<file path="config.mk">
export PLATFORM = sky130hd
export DESIGN_NAME = shift_add_multiplier_4bit
export DESIGN_NICKNAME = d
export VERILOG_FILES = /design/src/rtl/shift_add_multiplier_4bit.sv
export SDC_FILE = /design/constraint.sdc
export NUM_CORES = 1
export LEC_CHECK = 0
export CORE_MARGIN = 2
export CORE_UTILIZATION = 45
export CTS_CLUSTER_SIZE = 16
export DETAILED_ROUTE_END_ITERATION = 16
export PLACE_DENSITY_LB_ADDON = 0.08
export SLEW_MARGIN = 20
export SYNTH_ARGS = -nofsm -noshare
export SYNTH_HDL_FRONTEND = slang
export SYNTH_HIERARCHICAL = 1
export SYNTH_SLANG_ARGS = --single-unit
</file>
<file path="constraint.sdc">
create_clock -name clk -period 2.85 [get_ports clk]
set_input_delay 0.4275 -clock clk [delete_from_list [all_inputs] [get_ports clk]]
set_output_delay 0.4275 -clock clk [all_outputs]
set_load 0.02 [all_outputs]
</file>
<file path="src/rtl/shift_add_multiplier_4bit.sv">
// Sequential 4x4 unsigned add-shift multiplier driving a 4-bit ripple adder.
// Optional build macro: MUL_ZERO_SKIP_EN (zero operand finishes in one cycle).

module rippleadder_4bit (
    input  logic [3:0] a_i,
    input  logic [3:0] b_i,
    input  logic       cin_i,
    output logic [3:0] sum_o,
    output logic       cout_o
);
    logic [4:0] carry;

    always_comb begin
        carry    = '0;
        sum_o    = '0;
        carry[0] = cin_i;
        for (int i = 0; i < 4; i++) begin
            sum_o[i]   = a_i[i] ^ b_i[i] ^ carry[i];
            carry[i+1] = (a_i[i] & b_i[i]) | (carry[i] & (a_i[i] ^ b_i[i]));
        end
        cout_o = carry[4];
    end
endmodule

module shift_add_multiplier_4bit #(
    parameter int WIDTH = 4
) (
    input  logic                 clk,
    input  logic                 rst_n,
    input  logic                 start,
    input  logic [WIDTH-1:0]     A,
    input  logic [WIDTH-1:0]     B,
    output logic                 busy,
    output logic                 done,
    output logic [2*WIDTH-1:0]   Product,
    output logic [1:0]           state_dbg_o
);
    // Handshake: start is sampled on a rising edge only in IDLE or DONE;
    // busy marks the ADD cycles, done is a one-cycle pulse and Product holds
    // its value from done until the next accepted start.
    typedef enum logic [1:0] {
        S_IDLE = 2'd0,
        S_ADD  = 2'd1,
        S_DONE = 2'd2
    } state_t;

    state_t           state_q, state_d;
    logic [WIDTH-1:0] m_q, m_d;
    logic [WIDTH-1:0] acc_q, acc_d;
    logic [WIDTH-1:0] q_q, q_d;
    logic [1:0]       cnt_q, cnt_d;

    logic [WIDTH-1:0] add_b;
    logic [WIDTH-1:0] add_sum;
    logic             add_cout;

    assign add_b = q_q[0] ? m_q : '0;

    rippleadder_4bit u_adder (
        .a_i    (acc_q),
        .b_i    (add_b),
        .cin_i  (1'b0),
        .sum_o  (add_sum),
        .cout_o (add_cout)
    );

    always_comb begin
        state_d = state_q;
        m_d     = m_q;
        acc_d   = acc_q;
        q_d     = q_q;
        cnt_d   = cnt_q;
        case (state_q)
            S_IDLE, S_DONE: begin
                if (start) begin
                    m_d     = A;
                    q_d     = B;
                    acc_d   = '0;
                    cnt_d   = '0;
                    state_d = S_ADD;
`ifdef MUL_ZERO_SKIP_EN
                    if (A == '0 || B == '0) begin
                        q_d     = '0;
                        state_d = S_DONE;
                    end
`endif
                end else if (state_q == S_DONE) begin
                    state_d = S_IDLE;
                end
            end
            S_ADD: begin
                // 9-bit {Cout,Sum,Q} shifted right by one into {acc,Q}
                {acc_d, q_d} = {add_cout, add_sum, q_q[WIDTH-1:1]};
                cnt_d = cnt_q + 2'd1;
                if (cnt_q == 2'd3) begin
                    state_d = S_DONE;
                end
            end
            default: state_d = S_IDLE;
        endcase
    end

    always_ff @(posedge clk or negedge rst_n) begin
        if (!rst_n) begin
            state_q <= S_IDLE;
            m_q     <= '0;
            acc_q   <= '0;
            q_q     <= '0;
            cnt_q   <= '0;
        end else begin
            state_q <= state_d;
            m_q     <= m_d;
            acc_q   <= acc_d;
            q_q     <= q_d;
            cnt_q   <= cnt_d;
        end
    end

    assign busy        = (state_q == S_ADD);
    assign done        = (state_q == S_DONE);
    assign Product     = {acc_q, q_q};
    assign state_dbg_o = state_q;
endmodule

</file>
* After elaboration in Yosys (flattened, before gate mapping)
Index checks and enable logic that the tools add are counted.
** Word-level totals
- Output and inout bits :: 12
- Word-level logic and storage cells :: 46
- Bits in registers :: 16
- Input port bits :: 11
** Operators by class
- Reductions and logical operators :: 6
- Bitwise logic cells :: 17
- Eq/ne operators :: 6
- Multiplexer cells :: 11
- Add/sub/neg operators :: 1
** Operators by type and width (count)
- $pmux 4 s2 :: 2
- $mux 4 :: 3
- $mux 2 :: 4
- $pmux 2 s2 :: 2
- $and 1x1->1 :: 7
- $xor 1x1->1 :: 7
- $reduce_and 2->1 :: 3
- $eq 2x2->1 const B :: 2
- $ne 3x3->1 const B :: 1
- $or 1x1->1 :: 3
- $add 2x1->2 const B :: 1
- $eq 2x1->1 const B :: 1
- $logic_not 2->1 :: 1
- $ne 2x1->1 const B :: 1
- $ne 2x2->1 const B :: 1
- $reduce_bool 2->1 :: 1
- $reduce_or 2->1 :: 1

* Longest topological paths before layout
- Depth after elaboration :: 9
- Depth in mapped cells :: 11
- Gate-level depth less buffers :: 11

* Hierarchy
The synthesis kept the hierarchy.
** Modules (own cells, without submodules)
- shift_add_multiplier_4bit :: cells each 62, sequential area each 400.4 µm², instances 1, area an instance 789.5 µm²
- rippleadder_4bit :: cells each 14, sequential area each 0.0 µm², instances 1, area an instance 117.6 µm²

* Worst setup path before layout
No wires, ideal clock.
- Path kind :: register -> register
- From :: register q_q[0]
- To :: register acc_q[2]
- Stages on the path, launching flop included :: 12
- Buffers on the path :: 0
- Clock period less this slack :: 2518 ps
- Data required time :: 2729 ps
- Setup time :: 121 ps
- Arrival time :: 2397 ps
- Setup slack :: 332 ps
- Cell sequence :: dfrtp_1 and2_1 fa_1 inv_1 fa_1 inv_1 fa_1 inv_1 fa_1 inv_1 mux2_2 a22o_1
** Between the ends
- Longest elaborated chain between the ends :: 8
- Elaborated cells between the ends (all ways) :: 13
- Those cells by class :: mux: 2; bitwise: 11
** Ends and longest elaborated chain
- start, declared :: RTL line 50 : logic [WIDTH-1:0] q_q, q_d;
- start signal, assigned :: RTL line 114 : q_q <= q_d;
- $mux 4 :: RTL line 57 : assign add_b = q_q[0] ? m_q : '0;
- named net add_b[0] :: RTL line 53 : logic [WIDTH-1:0] add_b;
- $and 1x1->1 (2 in a row) :: RTL line 19 : carry[i+1] = (a_i[i] & b_i[i]) | (carry[i] & (a_i[i] ^ b_i[i]));
- $or 1x1->1 :: RTL line 19
- $and 1x1->1 :: RTL line 19
- $or 1x1->1 :: RTL line 19
- $xor 1x1->1 :: RTL line 18 : sum_o[i] = a_i[i] ^ b_i[i] ^ carry[i];
- named net add_sum[3] :: RTL line 54 : logic [WIDTH-1:0] add_sum;
- $pmux 4 s2 :: RTL line 73 : case (state_q)
- end signal, assigned :: RTL line 107 : acc_q <= '0;
- end signal, assigned :: RTL line 113 : acc_q <= acc_d;
- end, declared :: RTL line 49 : logic [WIDTH-1:0] acc_q, acc_d;
The timed path passes the listed nets, and every way through them passes these cells.
A chain may end at the register's enable or synchronous reset.

* Worst setup path in the final report
Same ends and word-level chain as after synthesis.

==> impl_summary.txt <==
----------------------------------------------------
[Final layout]
  Design area ... 0.00116 mm^2
  Fraction of layout instances using a drive strength above 1 ... 0.184
  Post-layout nets ... 116
  Number of fill cells in the layout ... 166
  Layout Area Growth over Synthesis ... 27.9%
  Antenna Cells ... 0

[Pwr]
  Power dissipated by switching net loads ... 507 uW
  Static power due to leakage ... 0.000506 uW
  Part of the power in combinational logic ... 0.556
  Internal power ... 792 uW
  Peak supply drop ... 0.629 mV
  Switching fraction of total power ... 0.390
  Sequential share of power ... 0.355
  Relative contribution of the clock network to total power ... 0.089
  Power Dens Cells ... 1120 mW/mm^2

[Min path]
  Worst hold path type ... reg -> reg
  Hold Path Cell Cnt ... 1

[Placed design]
  Half-perimeter wire length of the detailed placement result ... 1250 um
  Pre-CTS WS ... 0.322 ns
  DP Area ... 0.00114 mm^2
  IO buf count ... 22
  Routability-driven placement congestion ratio ... 0.758

[Clock network]
  Max Root-Sink Buffers ... 2
  Root buf cell ... sky130_fd_sc_hd__clkbuf_4
  CTS-repair resized insts ... 0
  Maximum level of the CTS H-tree ... 1
  Inserted Clock Buffers ... 3
  CTS tree ... built
  Hold-fix buffers at CTS ... 0
  Clock tree sinks ... 16
  Clock insertion delay at the later pin of the skew report ... 0.28 ns
  Setup Buffers After CTS ... 0
  Clock edge transition at the registers on the reported setup and hold paths ... 0.08 ns

[Logic synthesis]
  Dominant cell type by area after synthesis ... sky130_fd_sc_hd__dfrtp_1
  Share of the synthesized area in the top cell type ... 0.441
  Proportion of synthesized chip area in sequential cells ... 0.441
  Number of nets in the synthesized netlist ... 92
  Synth warn ... 6
  Average footprint of a synthesized cell ... 11.9 um^2
  Top post-synthesis cells by count ... sky130_fd_sc_hd__dfrtp_1, sky130_fd_sc_hd__inv_1, sky130_fd_sc_hd__mux2_2, sky130_fd_sc_hd__a22o_1, sky130_fd_sc_hd__and2_1
  Register bit total from synthesis ... 16
  Cell variety after synth ... 22
  Leading post-synthesis cells by cell area ... sky130_fd_sc_hd__dfrtp_1, sky130_fd_sc_hd__mux2_2, sky130_fd_sc_hd__fa_1
  Mapped Area ... 907 um^2
  Number of instances in the synthesized netlist ... 76
  Number of synthesized flops with an enable pin ... 0
  Synth async-reset ratio ... 1.00
  Top_reg_cell synth ... sky130_fd_sc_hd__dfrtp_1
  Most numerous cell in the Yosys netlist ... sky130_fd_sc_hd__dfrtp_1

[Outcome]
  Outcome ... finished clean

[Worst setup path]
  Critical path launch point type ... flip-flop
  Worst-path fanout max ... 6
  Reg2reg setup slack ... 0.29 ns
  Beginning of the critical path ... q_q[0]
  Cell count of the worst reg-to-reg path ... 11
  Arr. time, crit path ... 2.73 ns
  R2R Path End ... acc_q[2]
  Endpoint class of the critical path ... flip-flop
  Crit Reg-Reg Startpoint ... q_q[0]
  Termination of the worst setup path ... acc_q[2]
  Startpoint-to-endpoint class of the critical path ... reg -> reg
  Data required time at the worst endpoint ... 3.03 ns

[STA]
  Tightest Pin Transition ... 0.720 ns
  Final min period ... 2.56 ns
  Final setup vio count ... 0
  Max Freq ... 391 MHz
  Final count of pins violating max slew ... 0
  Final Worst Setup Slack ... 0.295 ns
  Max Clock Skew ... 0.00533 ns
  RSZ-0062 raised after global routing ... no
  Final hold violation count ... 0
  Worst slew margin relative to its limit ... 0.518
  Crit share post-route ... 0.897
  Total negative slack for setup checks ... 0 ns

[Route]
  Average wire per cell in the routed design ... 13.4 um
  DRT Pass-1 Iters ... 4
  Ratio of routed vias to standard cells ... 5.11
  Final routed DRC violation total ... 0
  Number of nets with antenna violations after detailed routing ... 0
  Wire length after detailed routing ... 1680 um
  DRC marker count from the first detailed-route iteration ... 6
  Vias ... 639

[Global route]
  Initial antenna violation count ... 0
  Maximum number of pins on one net before global-route repair ... 18
  Wire length of the first global-routing pass ... 3090 um
  Total congestion overflow ... 0
  GRT Resource Usage Total ... 0.177
  Via count of the first global-routing pass ... 685

[Floorplan]
  I/O pin total ... 23
  Die area ... 0.00239 mm^2
  Die extent in x ... 48.9 um
  Overall die height ... 48.9 um
  Standard cell core area ... 0.00192 mm^2
  Number of rows created at floorplan ... 16
  Starting utilization of the core area ... 0.472

[Job]
  Max_cap viols ... 0

----------------------------------------------------
[worst min-delay path by stage]
stage / from / to / slack [ns]
global route: m_q[0] / m_q[0] / 0.54
global placement: m_q[0] / m_q[0] / 0.50
floorplan: rst_n / acc_q[0] / 0.13
detailed placement: m_q[0] / m_q[0] / 0.49
CTS: m_q[0] / m_q[0] / 0.51
finish: m_q[0] / m_q[0] / 0.50
[cells by family (layout without fill, tap and decap cells)]
| kind of cell | Yosys count | in the layout | share of synthesized area |
|---|---|---|---|
| mux | 12 | 12 | 0.145 |
| buf+inv | 14 | 36 | 0.0717 |
| fa+ha+maj | 5 | 5 | 0.102 |
| compound gates | 14 | 14 | 0.120 |
| simple gates | 13 | 13 | 0.106 |
| xor+xnor | 1 | 1 | 0.00966 |
| flops | 16 | 16 | 0.441 |
| other cells | 1 | 1 | 0.00413 |
[flip-flops by register name, summed over array words and instances, names as in the netlist]
| name | flops |
|---|---|
| acc_q | 4 |
| state_dbg_o | 2 |
| cnt_q | 2 |
| q_q | 4 |
| m_q | 4 |
[critical path, stage by stage (launching register included)]
cell and delay (ns):
sky130_fd_sc_hd__dfrtp_1 0.40, sky130_fd_sc_hd__and2_1 0.17, sky130_fd_sc_hd__fa_1 0.18, sky130_fd_sc_hd__inv_1 0.06, sky130_fd_sc_hd__fa_1 0.37, sky130_fd_sc_hd__inv_1 0.08
sky130_fd_sc_hd__fa_1 0.16, sky130_fd_sc_hd__inv_1 0.05, sky130_fd_sc_hd__fa_1 0.48, sky130_fd_sc_hd__inv_1 0.04, sky130_fd_sc_hd__mux2_2 0.24, sky130_fd_sc_hd__a22o_1 0.22
[cells in the final DEF, fill, tap and decap left out]
master,synthesis,routed
sky130_fd_sc_hd__clkdlybuf4s50_1,0,22
sky130_fd_sc_hd__dfrtp_1,16,16
sky130_fd_sc_hd__inv_1,11,11
sky130_fd_sc_hd__mux2_2,9,9
sky130_fd_sc_hd__a22o_1,6,6
sky130_fd_sc_hd__and2_1,5,5
sky130_fd_sc_hd__fa_1,4,4
sky130_fd_sc_hd__mux2i_1,3,3
sky130_fd_sc_hd__and2b_2,3,3
sky130_fd_sc_hd__a211oi_1,3,3
sky130_fd_sc_hd__a21oi_1,3,3
sky130_fd_sc_hd__clkbuf_4,0,3
sky130_fd_sc_hd__nor2b_1,2,2
sky130_fd_sc_hd__and2b_4,1,1
sky130_fd_sc_hd__nor2_1,1,1
sky130_fd_sc_hd__nor3b_2,1,1
sky130_fd_sc_hd__a221o_1,1,1
sky130_fd_sc_hd__xnor2_1,1,1
sky130_fd_sc_hd__a21o_2,1,1
sky130_fd_sc_hd__ha_1,1,1
sky130_fd_sc_hd__conb_1,1,1
[per-layer routing]
layer	vias to the layer above	track usage	wire length, um
met5	-	0	0
met4	0	0.105	55
met3	7	0.0613	88
met2	21	0.267	781
met1	308	0.218	751
li1	303	-	-
[per-stage QoR]
stage                     hold slack (ns)  total power (uW)  std cells  utilization
final                               0.503              1300        125        0.604
after global routing                0.538              1420        125        0.604
after CTS                           0.512              1310        125        0.604
after detailed placement            0.491              1190        122        0.592
after global placement              0.498              1150        122        0.592
after floorplan                     0.132               942         76            -
[area by class of cell]
cell class / count / area [um^2] / area share
multi-input combinational: 46 / 442 / 0.381
sequential: 16 / 400 / 0.345
timing repair buffer: 22 / 220 / 0.190
inverter: 11 / 41.3 / 0.0356
tap: 27 / 33.8 / 0.0291
clock buffer: 3 / 22.5 / 0.0194
[power by group through the flow]
stage,combinational (uW),clock [uW],sequential (uW)
final,722,116,461
after detailed placement,724,0,468
after global placement,686,0,465
after global routing,799,134,488
after CTS,729,121,464
after floorplan,455,0,487
No activity file was read; power rests on OpenSTA's default activity.
